<file path="config.mk">
export PLATFORM = sky130hd
export DESIGN_NAME = vram_port_arbiter
export DESIGN_NICKNAME = d
export VERILOG_FILES = /design/src/rtl/vram_pkg.sv /design/src/rtl/arb_starve_counter.sv /design/src/rtl/vram_port_arbiter.sv
export SDC_FILE = /design/constraint.sdc
export NUM_CORES = 1
export LEC_CHECK = 0
export ABC_AREA = 1
export CELL_PAD_IN_SITES_DETAIL_PLACEMENT = 1
export CELL_PAD_IN_SITES_GLOBAL_PLACEMENT = 2
export CORE_UTILIZATION = 19
export DETAILED_ROUTE_END_ITERATION = 6
export PLACE_DENSITY_LB_ADDON = 0.1
export SLEW_MARGIN = 5
export SYNTH_ARGS = -nofsm -noshare
export SYNTH_HDL_FRONTEND = slang
export SYNTH_SLANG_ARGS = --single-unit
</file>
<file path="constraint.sdc">
create_clock -name clk -period 2.5 [get_ports clk]
set_input_delay 0.25 -clock clk [delete_from_list [all_inputs] [get_ports clk]]
set_output_delay 0.25 -clock clk [all_outputs]
set_load 0.1 [all_outputs]
</file>
<file path="src/rtl/vram_pkg.sv">
// Shared types and constants for the VRAM port arbiter.
// Grant codes: display port is 2'b10, DMA port is 2'b01.
package vram_pkg;

    typedef enum logic [1:0] {
        IDLE = 2'd0,
        CMD  = 2'd1,
        DATA = 2'd2
    } state_t;

    localparam logic [1:0] GRANT_NONE = 2'b00;
    localparam logic [1:0] GRANT_DISP = 2'b10;
    localparam logic [1:0] GRANT_DMA  = 2'b01;

    localparam int          DISPLAY_BURST = 8;
    localparam logic [31:0] FRAME_SIZE    = 32'h00096000;

    // DMA wins when the display is quiet or the DMA has waited too long.
    function automatic logic dma_wins(
        input logic dma_req,
        input logic disp_req,
        input logic starved
    );
        return dma_req && (!disp_req || starved);
    endfunction

endpackage

</file>
<file path="src/rtl/arb_starve_counter.sv">
// Saturating wait counter for the low-priority port.
// Clear has priority over increment.
module arb_starve_counter #(
    parameter int LIMIT = 64,
    parameter int W     = $clog2(LIMIT + 1)
) (
    input  logic         clk,
    input  logic         reset,
    input  logic         inc,
    input  logic         clr,
    output logic [W-1:0] count,
    output logic         hit
);

    assign hit = (count >= W'(LIMIT));

    always_ff @(posedge clk) begin
        if (!reset) begin
            count <= '0;
        end else if (clr) begin
            count <= '0;
        end else if (inc && !hit) begin
            count <= count + 1'b1;
        end
    end

endmodule

</file>
<file path="src/rtl/vram_port_arbiter.sv">
// Two-port arbiter in front of the SDRAM Avalon-MM port.
// One transaction in flight; grant held until the last read beat.
module vram_port_arbiter
    import vram_pkg::*;
#(
    parameter int ADDR_W       = 32,
    parameter int DATA_W       = 32,
    parameter int BURST_W      = 5,
    parameter int STARVE_LIMIT = 64
) (
    input  logic               clk,
    input  logic               reset,
    input  logic [ADDR_W-1:0]  m0_address,
    input  logic [BURST_W-1:0] m0_burstcount,
    input  logic               m0_read,
    output logic [DATA_W-1:0]  m0_readdata,
    output logic               m0_readdatavalid,
    output logic               m0_waitrequest,
    input  logic [ADDR_W-1:0]  m1_address,
    input  logic [BURST_W-1:0] m1_burstcount,
    input  logic               m1_read,
    input  logic               m1_write,
    input  logic [DATA_W-1:0]  m1_writedata,
    output logic [DATA_W-1:0]  m1_readdata,
    output logic               m1_readdatavalid,
    output logic               m1_waitrequest,
    output logic [ADDR_W-1:0]  s_address,
    output logic [BURST_W-1:0] s_burstcount,
    output logic               s_read,
    output logic               s_write,
    output logic [DATA_W-1:0]  s_writedata,
    input  logic [DATA_W-1:0]  s_readdata,
    input  logic               s_readdatavalid,
    input  logic               s_waitrequest,
    output logic [1:0]         grant,
    output logic               busy
);

    localparam int SW = $clog2(STARVE_LIMIT + 1);

    state_t             state;
    logic [BURST_W-1:0] beats;
    logic [SW-1:0]      starve_count;
    logic               starved;
    logic               m1_req;
    logic               pick_dma;
    logic               pick_disp;
    logic               accept;
    logic               starve_inc;
    logic               starve_clr;

    assign m1_req    = m1_read | m1_write;
    assign pick_dma  = dma_wins(m1_req, m0_read, starved);
    assign pick_disp = !pick_dma && m0_read;
    assign accept    = (state == CMD) && !s_waitrequest;

    assign starve_inc = m1_req && (grant != GRANT_DMA);
    assign starve_clr = (state == IDLE) && pick_dma;

    arb_starve_counter #(
        .LIMIT (STARVE_LIMIT),
        .W     (SW)
    ) u_starve (
        .clk   (clk),
        .reset (reset),
        .inc   (starve_inc),
        .clr   (starve_clr),
        .count (starve_count),
        .hit   (starved)
    );

    assign busy = (state != IDLE);

    assign m0_readdata = s_readdata;
    assign m1_readdata = s_readdata;

    // Valid/stall are masked during reset so stale beats never leak out.
    assign m0_readdatavalid = reset && s_readdatavalid && (grant == GRANT_DISP);
    assign m1_readdatavalid = reset && s_readdatavalid && (grant == GRANT_DMA);
    assign m0_waitrequest   = !(reset && accept && (grant == GRANT_DISP));
    assign m1_waitrequest   = !(reset && accept && (grant == GRANT_DMA));

    always_ff @(posedge clk) begin
        if (!reset) begin
            state        <= IDLE;
            grant        <= GRANT_NONE;
            beats        <= '0;
            s_read       <= 1'b0;
            s_write      <= 1'b0;
            s_address    <= '0;
            s_burstcount <= '0;
            s_writedata  <= '0;
        end else begin
            unique case (state)
                IDLE: begin
                    if (pick_dma) begin
                        s_address   <= m1_address;
                        s_writedata <= m1_writedata;
                        s_read      <= m1_read;
                        s_write     <= !m1_read;
                        if (!m1_read || m1_burstcount == '0) begin
                            s_burstcount <= BURST_W'(1);
                        end else begin
                            s_burstcount <= m1_burstcount;
                        end
                        grant <= GRANT_DMA;
                        state <= CMD;
                    end else if (pick_disp) begin
                        s_address   <= m0_address;
                        s_writedata <= '0;
                        s_read      <= 1'b1;
                        s_write     <= 1'b0;
                        if (m0_burstcount == '0) begin
                            s_burstcount <= BURST_W'(1);
                        end else begin
                            s_burstcount <= m0_burstcount;
                        end
                        grant <= GRANT_DISP;
                        state <= CMD;
                    end
                end
                CMD: begin
                    if (!s_waitrequest) begin
                        s_read  <= 1'b0;
                        s_write <= 1'b0;
                        if (s_read) begin
                            beats <= s_burstcount;
                            state <= DATA;
                        end else begin
                            grant <= GRANT_NONE;
                            state <= IDLE;
                        end
                    end
                end
                DATA: begin
                    if (s_readdatavalid) begin
                        beats <= beats - 1'b1;
                        if (beats == BURST_W'(1)) begin
                            grant <= GRANT_NONE;
                            state <= IDLE;
                        end
                    end
                end
                default: begin
                    grant <= GRANT_NONE;
                    state <= IDLE;
                end
            endcase
        end
    end

endmodule
</file>
Yosys cells after proc, flatten, opt, wreduce, memory -nomap -nowiden
Cells that the tools add are included.
Word-level totals
  flip-flop bits (word level): 87
  input port bits: 145
  output and inout bits: 142
  logic and storage cells: 91
Cells by class
  add/subtract/negate cells: 2
  order comparisons: 1
  equality and inequality tests: 12
  muxes and demuxes: 31
  bitwise operators: 2
  reductions and logical operators: 34
Operator list (number)
  2-to-1 mux 32 bit: 4
  2-to-1 mux 5 bit: 7
  2-to-1 mux 2 bit: 10
  logical AND 1 bit: 12
  case mux 2 bit (3 select lines): 2
  zero test 5 bit: 2
  != test 2 bit, second input constant: 5
  case mux 5 bit (2 select lines): 1
  AND reduction 4 bit: 2
  nonzero test 2 bit: 4
  adder 7 x 1 -> 7 bit, second input constant: 1
  >= comparator 7 bit, second input constant: 1
  zero test 1 bit: 7
  == test 5 x 1 -> 1 bit, second input constant: 1
  2-to-1 mux 1 bit: 5
  AND reduction 5 bit: 1
  subtractor 5 x 1 -> 5 bit, second input constant: 1
  == test 2 x 1 -> 1 bit, second input constant: 2
  == test 2 bit, second input constant: 2
  case mux 1 bit (2 select lines): 2
  != test 3 bit, second input constant: 1
  AND reduction 3 bit: 1
  zero test 2 bit: 1
  logical OR 1 bit: 2
  5 further kinds: 5

Depth between registers and ports, before layout
  word-level depth: 8
  depth in mapped cells: 10
  depth with buffers taken out: 10

Modules after synthesis
Synthesis repeated with hierarchy kept, for this count alone.
Unflattened totals
  cell total of the unflattened synthesis: 588
  area, all modules: 4275.4 um^2
Modules (own cells, without submodules)
  vram_port_arbiter: instances 1, cells each 540, area each 3926.3 um^2, seq. area each 1601.5 um^2
  arb_starve_counter: instances 1, cells each 48, area each 349.1 um^2, seq. area each 140.1 um^2

Worst setup path before layout
No wires, ideal clock.
  path kind: reg2out
  from: reg grant[1]
  to: out m0_readdatavalid
  arrival time: 4083 ps
  data required time: 2250 ps
  setup slack: -1833 ps
  cell stages (with the launch flop): 3
  buffers on the path: 0
  cells stage by stage: dfxtp_1 -> inv_1 -> nor4_1
On the way
  word-level cells in the longest chain between the ends: 2
Ends and longest elaborated chain
  start, declared: RTL line vram_port_arbiter.sv:35  | output logic [1:0] grant,
  start signal, assigned: RTL line vram_port_arbiter.sv:86  | grant <= GRANT_NONE;
  start signal, assigned: RTL line vram_port_arbiter.sv:106  | grant <= GRANT_DMA;
  start signal, assigned: RTL line vram_port_arbiter.sv:118  | grant <= GRANT_DISP;
  == test 2 bit: RTL line vram_port_arbiter.sv:78  | assign m0_readdatavalid = reset && s_readdatavalid && (grant == GRANT_DISP);
  logical AND 1 bit: RTL line vram_port_arbiter.sv:78
  end, declared: RTL line vram_port_arbiter.sv:17  | output logic m0_readdatavalid,
No other way between the ends.

Final worst setup path
  from: reg state[1]
  to: out m1_waitrequest
On the way
  word-level cells in the longest chain between the ends: 5
Ends and longest elaborated chain
  start, declared: RTL line vram_port_arbiter.sv:41  | state_t state;
  start signal, assigned: RTL line vram_port_arbiter.sv:85  | state <= IDLE;
  start signal, assigned: RTL line vram_port_arbiter.sv:107  | state <= CMD;
  start signal, assigned: RTL line vram_port_arbiter.sv:119  | state <= CMD;
  == test 2 x 1 -> 1 bit: RTL line vram_port_arbiter.sv:55  | assign accept = (state == CMD) && !s_waitrequest;
  logical AND 1 bit: RTL line vram_port_arbiter.sv:55
  logical AND 1 bit (2 in a row): RTL line vram_port_arbiter.sv:81  | assign m1_waitrequest = !(reset && accept && (grant == GRANT_DMA));
  zero test 1 bit: RTL line vram_port_arbiter.sv:81
  end, declared: RTL line vram_port_arbiter.sv:26  | output logic m1_waitrequest,
No other way between the ends.

==> flow_results.org <==
** Placed design
- Buffers on Ports :: 190
- After legalization and detailed placement, the total HPWL measured between 10000 and 15000 microns.
- After detailed placement, the design holds a cell count of ~970.
- Final weighted congestion in routability-driven placement :: roughly 0.73

** STA
- Setup repair after global routing left no endpoint under its margin.
- The smallest clock period supported by the final layout is computed as between 1500 and 2000 ps.
- Worst-Margin Slew :: 478 ps
- Maximum achievable frequency :: 550 MHz
- The hold violation total from the final report was 0.
- The number of pins with negative max-slew slack in the final report was 0.
- Post-route clock skew :: 9.01 ps
- The worst pin sits at a relative slew slack of ~70%.
- Period utilisation layout :: roughly 73%
- Finish-stage setup viols :: 0

** Cells and area
- Count of fill cells added during filler insertion :: 2595
- The library cell used most frequently in the layout, excluding fill and tap cells, is nand2_1.
- Final Net Count :: about 850
- Layout cell share with drive strength beyond 1 :: 17.2%
- Registers take roughly 1700 sq um.
- Footprint of the multi-input gates :: 1780 sq um
- Share of the core filled with cells in the final layout :: 28.0%
- The finished layout holds 983 standard cells, fillers aside.
- Leaving out fill and tap cells, the most frequent cells in the layout are nand2_1, clkdlybuf4s50_1, dfxtp_1, buf_4, a21oi_1.
- Number of antenna repair diodes :: 0
- Relative to the synthesized area, the layout overhead comes to 43.7%.

** Global routing
- Number of global-route vias before repair :: 4452
- Across every metal layer, demand over resource in global routing totals ~14%.
- After global routing the overflow that remains totals 0.
- The first global-routing pass estimated ~25000 microns of wire.
- Entering global routing, the biggest net connects 53 pins.
- Initial antenna violation count :: 0

** Hold path
- Endpoint of the worst hold-timing path :: s_writedata[7]
- Launch point of the worst hold path :: m1_writedata[7]
- The tightest min-delay check is of the in2reg type.
- Number of cells on the worst hold path :: 3

** CTS
- Number of buffers added by the clock tree synthesis step :: 9
- After clock tree synthesis, the clock-pin slew on the worst setup and hold paths is about 70 ps.
- Maximum buffer depth of the clock tree :: 2
- Number of gates resized after cts :: 0
- Later-pin clock latency in the skew report :: 350 ps
- The clock tree synthesis step divided the H-tree into 3 levels.
- TritonCTS built the clock tree.
- Clock sinks :: 87
- Number of hold buffers added after CTS :: 0
- Clock tree synthesis selected as its root buffer the cell clkbuf_16.
- Number of setup buffers added after CTS :: 0

** Worst setup path
- Startpoint type of the worst setup path :: flop
- Counting cells, the worst reg-to-reg path comes to 7.
- Worst Path Required :: 2250 ps
- In this run the worst path has a maximum fanout of 4.
- The worst setup path is captured at a primary output.
- Reg2reg end :: u_starve.count[4]
- Signal arrival time at the worst endpoint :: about 1600 ps
- Worst-case register-to-register setup slack :: 910 ps
- Start-to-end type of the worst setup path :: reg2out
- In this run the critical register-to-register path is launched from grant[1].

** Yosys
- The average instance in the mapped netlist occupies ~7.4 sq um.
- Yosys warns :: 0
- Number of instances in the synthesized netlist :: roughly 580
- Synthesis produced a netlist with a net count of approximately 730.
- The synthesized netlist occupies a cell area of 4290 sq um.
- Sequential cells were found to cover 40.6% of the synthesized design area.
- Counting flops and latches in the post-synthesis netlist gives just under 90.
- Number of unique standard cell types used by synthesis :: 32

** Outcome
- The checks that failed: DRC.
- Outcome :: finished, violations left

** Power and ir drop
- Static leakage :: between 0.002 and 0.003 uW
- Total power per unit cell area :: between 900 and 1000 nW/um^2
- Across the VDD grid, the largest voltage drop is between 0.3 and 0.4 mV.
- Post-layout power :: roughly 6000 uW

** Drt
- Drt wl/cell :: 15.8 microns
- The detail route stage leaves a number of antenna-violating nets equal to 0.
- First drt pass iteration count :: 6
- For this run, design rule violations remaining after detail routing come to 11.
- Total detailed-routing wirelength :: between 15000 and 20000 microns
- Vias per Instance :: approximately 4.2
- Initial drt markers :: a little over 90
- Count of vias placed by the detailed router :: around 4200

** Die
- Die footprint :: approximately 23000 sq um
- Standard-cell rows :: between 50 and 60
- In this run the horizontal extent of the chip is 152 microns.
- I/O pin cnt :: 287
- The initial utilization of the core area, before any placement, comes to about a fifth.
- The core region is 22000 sq um.
- From bottom edge to top edge, the die measures ~150 microns.

** Flow run
- Max-cap check violation count :: 0
## final cells by class
cell class	count	share of cell area, %
repair buffers	200	30.2
multi-input cells	367	28.8
flip-flops and latches	87	28.3
well taps	280	5.69
clock buffers	10	3.88
inverters	33	2.03
clock inverters	6	1.12
## routing by layer
layer	global-route usage (%)	up-vias	share of wire, %
met4	3.79	0	1.1
li1	-	2067	-
met5	0	-	0
met1	14.6	1946	40
met2	24.6	135	50
met3	5.49	18	8.6
## flip-flops by register name (all words and copies together), names as in the netlist
register        flops
u_starve.count      7
grant               2
state               2
beats               5
s_writedata        32
s_address          32
s_read              1
s_burstcount        5
s_write             1
## per-stage QoR
| stage | setup WS [ps] | TNS, ps | hold WS (ps) | area [sq um] |
|---|---|---|---|---|
| final | 683 | 0 | 460 | 6160 |
| after global routing | 538 | 0 | 451 | 6160 |
| after CTS | 641 | 0 | 440 | 6160 |
| after detailed placement | 516 | 0 | 460 | 5850 |
| after global placement | 501 | 0 | 453 | 5850 |
| after floorplan | -77.4 | -77.4 | 393 | 4310 |
## cell usage after synthesis
| library cell | instances | area [sq um] |
|---|---|---|
| a211oi_1 | 2 | 15.0 |
| nand3_1 | 17 | 85.1 |
| o21ai_1 | 2 | 10.0 |
| or2_2 | 2 | 12.5 |
| nand4_1 | 5 | 31.3 |
| clkinv_2 | 1 | 5.00 |
| a21oi_1 | 47 | 235 |
| nor3_1 | 3 | 15.0 |
| buf_6 | 3 | 33.8 |
| buf_2 | 10 | 50.1 |
| dfxtp_1 | 87 | 1740 |
| inv_2 | 4 | 15.0 |
| clkbuf_1 | 8 | 30.0 |
| inv_1 | 28 | 105 |
| a31oi_1 | 34 | 213 |
| clkbuf_4 | 2 | 15.0 |
| ha_1 | 4 | 50.1 |
| buf_4 | 72 | 541 |
| o211ai_1 | 1 | 7.51 |
| nand2_4 | 3 | 33.8 |
| o21ai_0 | 45 | 225 |
| nor4_1 | 1 | 6.26 |
| nor2_4 | 1 | 11.3 |
| nand2_1 | 170 | 638 |
| nor3b_1 | 1 | 7.51 |
| nand3_2 | 1 | 10.0 |
| nand2_2 | 1 | 6.26 |
| o21bai_1 | 1 | 7.51 |
| a21oi_4 | 1 | 16.3 |
| nor2_1 | 23 | 86.3 |
| nand3b_1 | 1 | 7.51 |
| nor2_8 | 1 | 20.0 |
## power by group
group	internal [uW]	switching, uW	total [uW]
combinational	664	2120	2780
clock	809	626	1440
sequential	1610	147	1750
## how the worst max path moves through the flow
stage / from / endpoint / slack, ps / cells past startpoint
2_1_floorplan: grant[1] / m0_readdatavalid / -80 / 2
3_3_place_gp: m1_read / s_write / 500 / 7
3_5_place_dp: m1_read / s_address[3] / 520 / 7
4_1_cts: state[1] / m1_waitrequest / 640 / 5
5_1_grt: state[1] / m0_waitrequest / 540 / 5
6_report: state[1] / m1_waitrequest / 680 / 5
## worst max-delay path, stage by stage (launching register included)
cell and delay (ps):
dfxtp_1 340, inv_2 110, nand2_1 50, nor2_1 260, nand4_1 230, buf_12 230
## cells by family after synthesis
kind of cell | count (synthesis) | share of synthesized area, %
adder cells (fa/ha/maj) | 4 | 1.17
flip-flops | 87 | 40.6
buffers and inverters | 128 | 18.5
AND/OR/NAND/NOR | 230 | 22.7
AO/OA/AOI/OAI | 133 | 17.0
No activity file was read; power rests on OpenSTA's default activity.
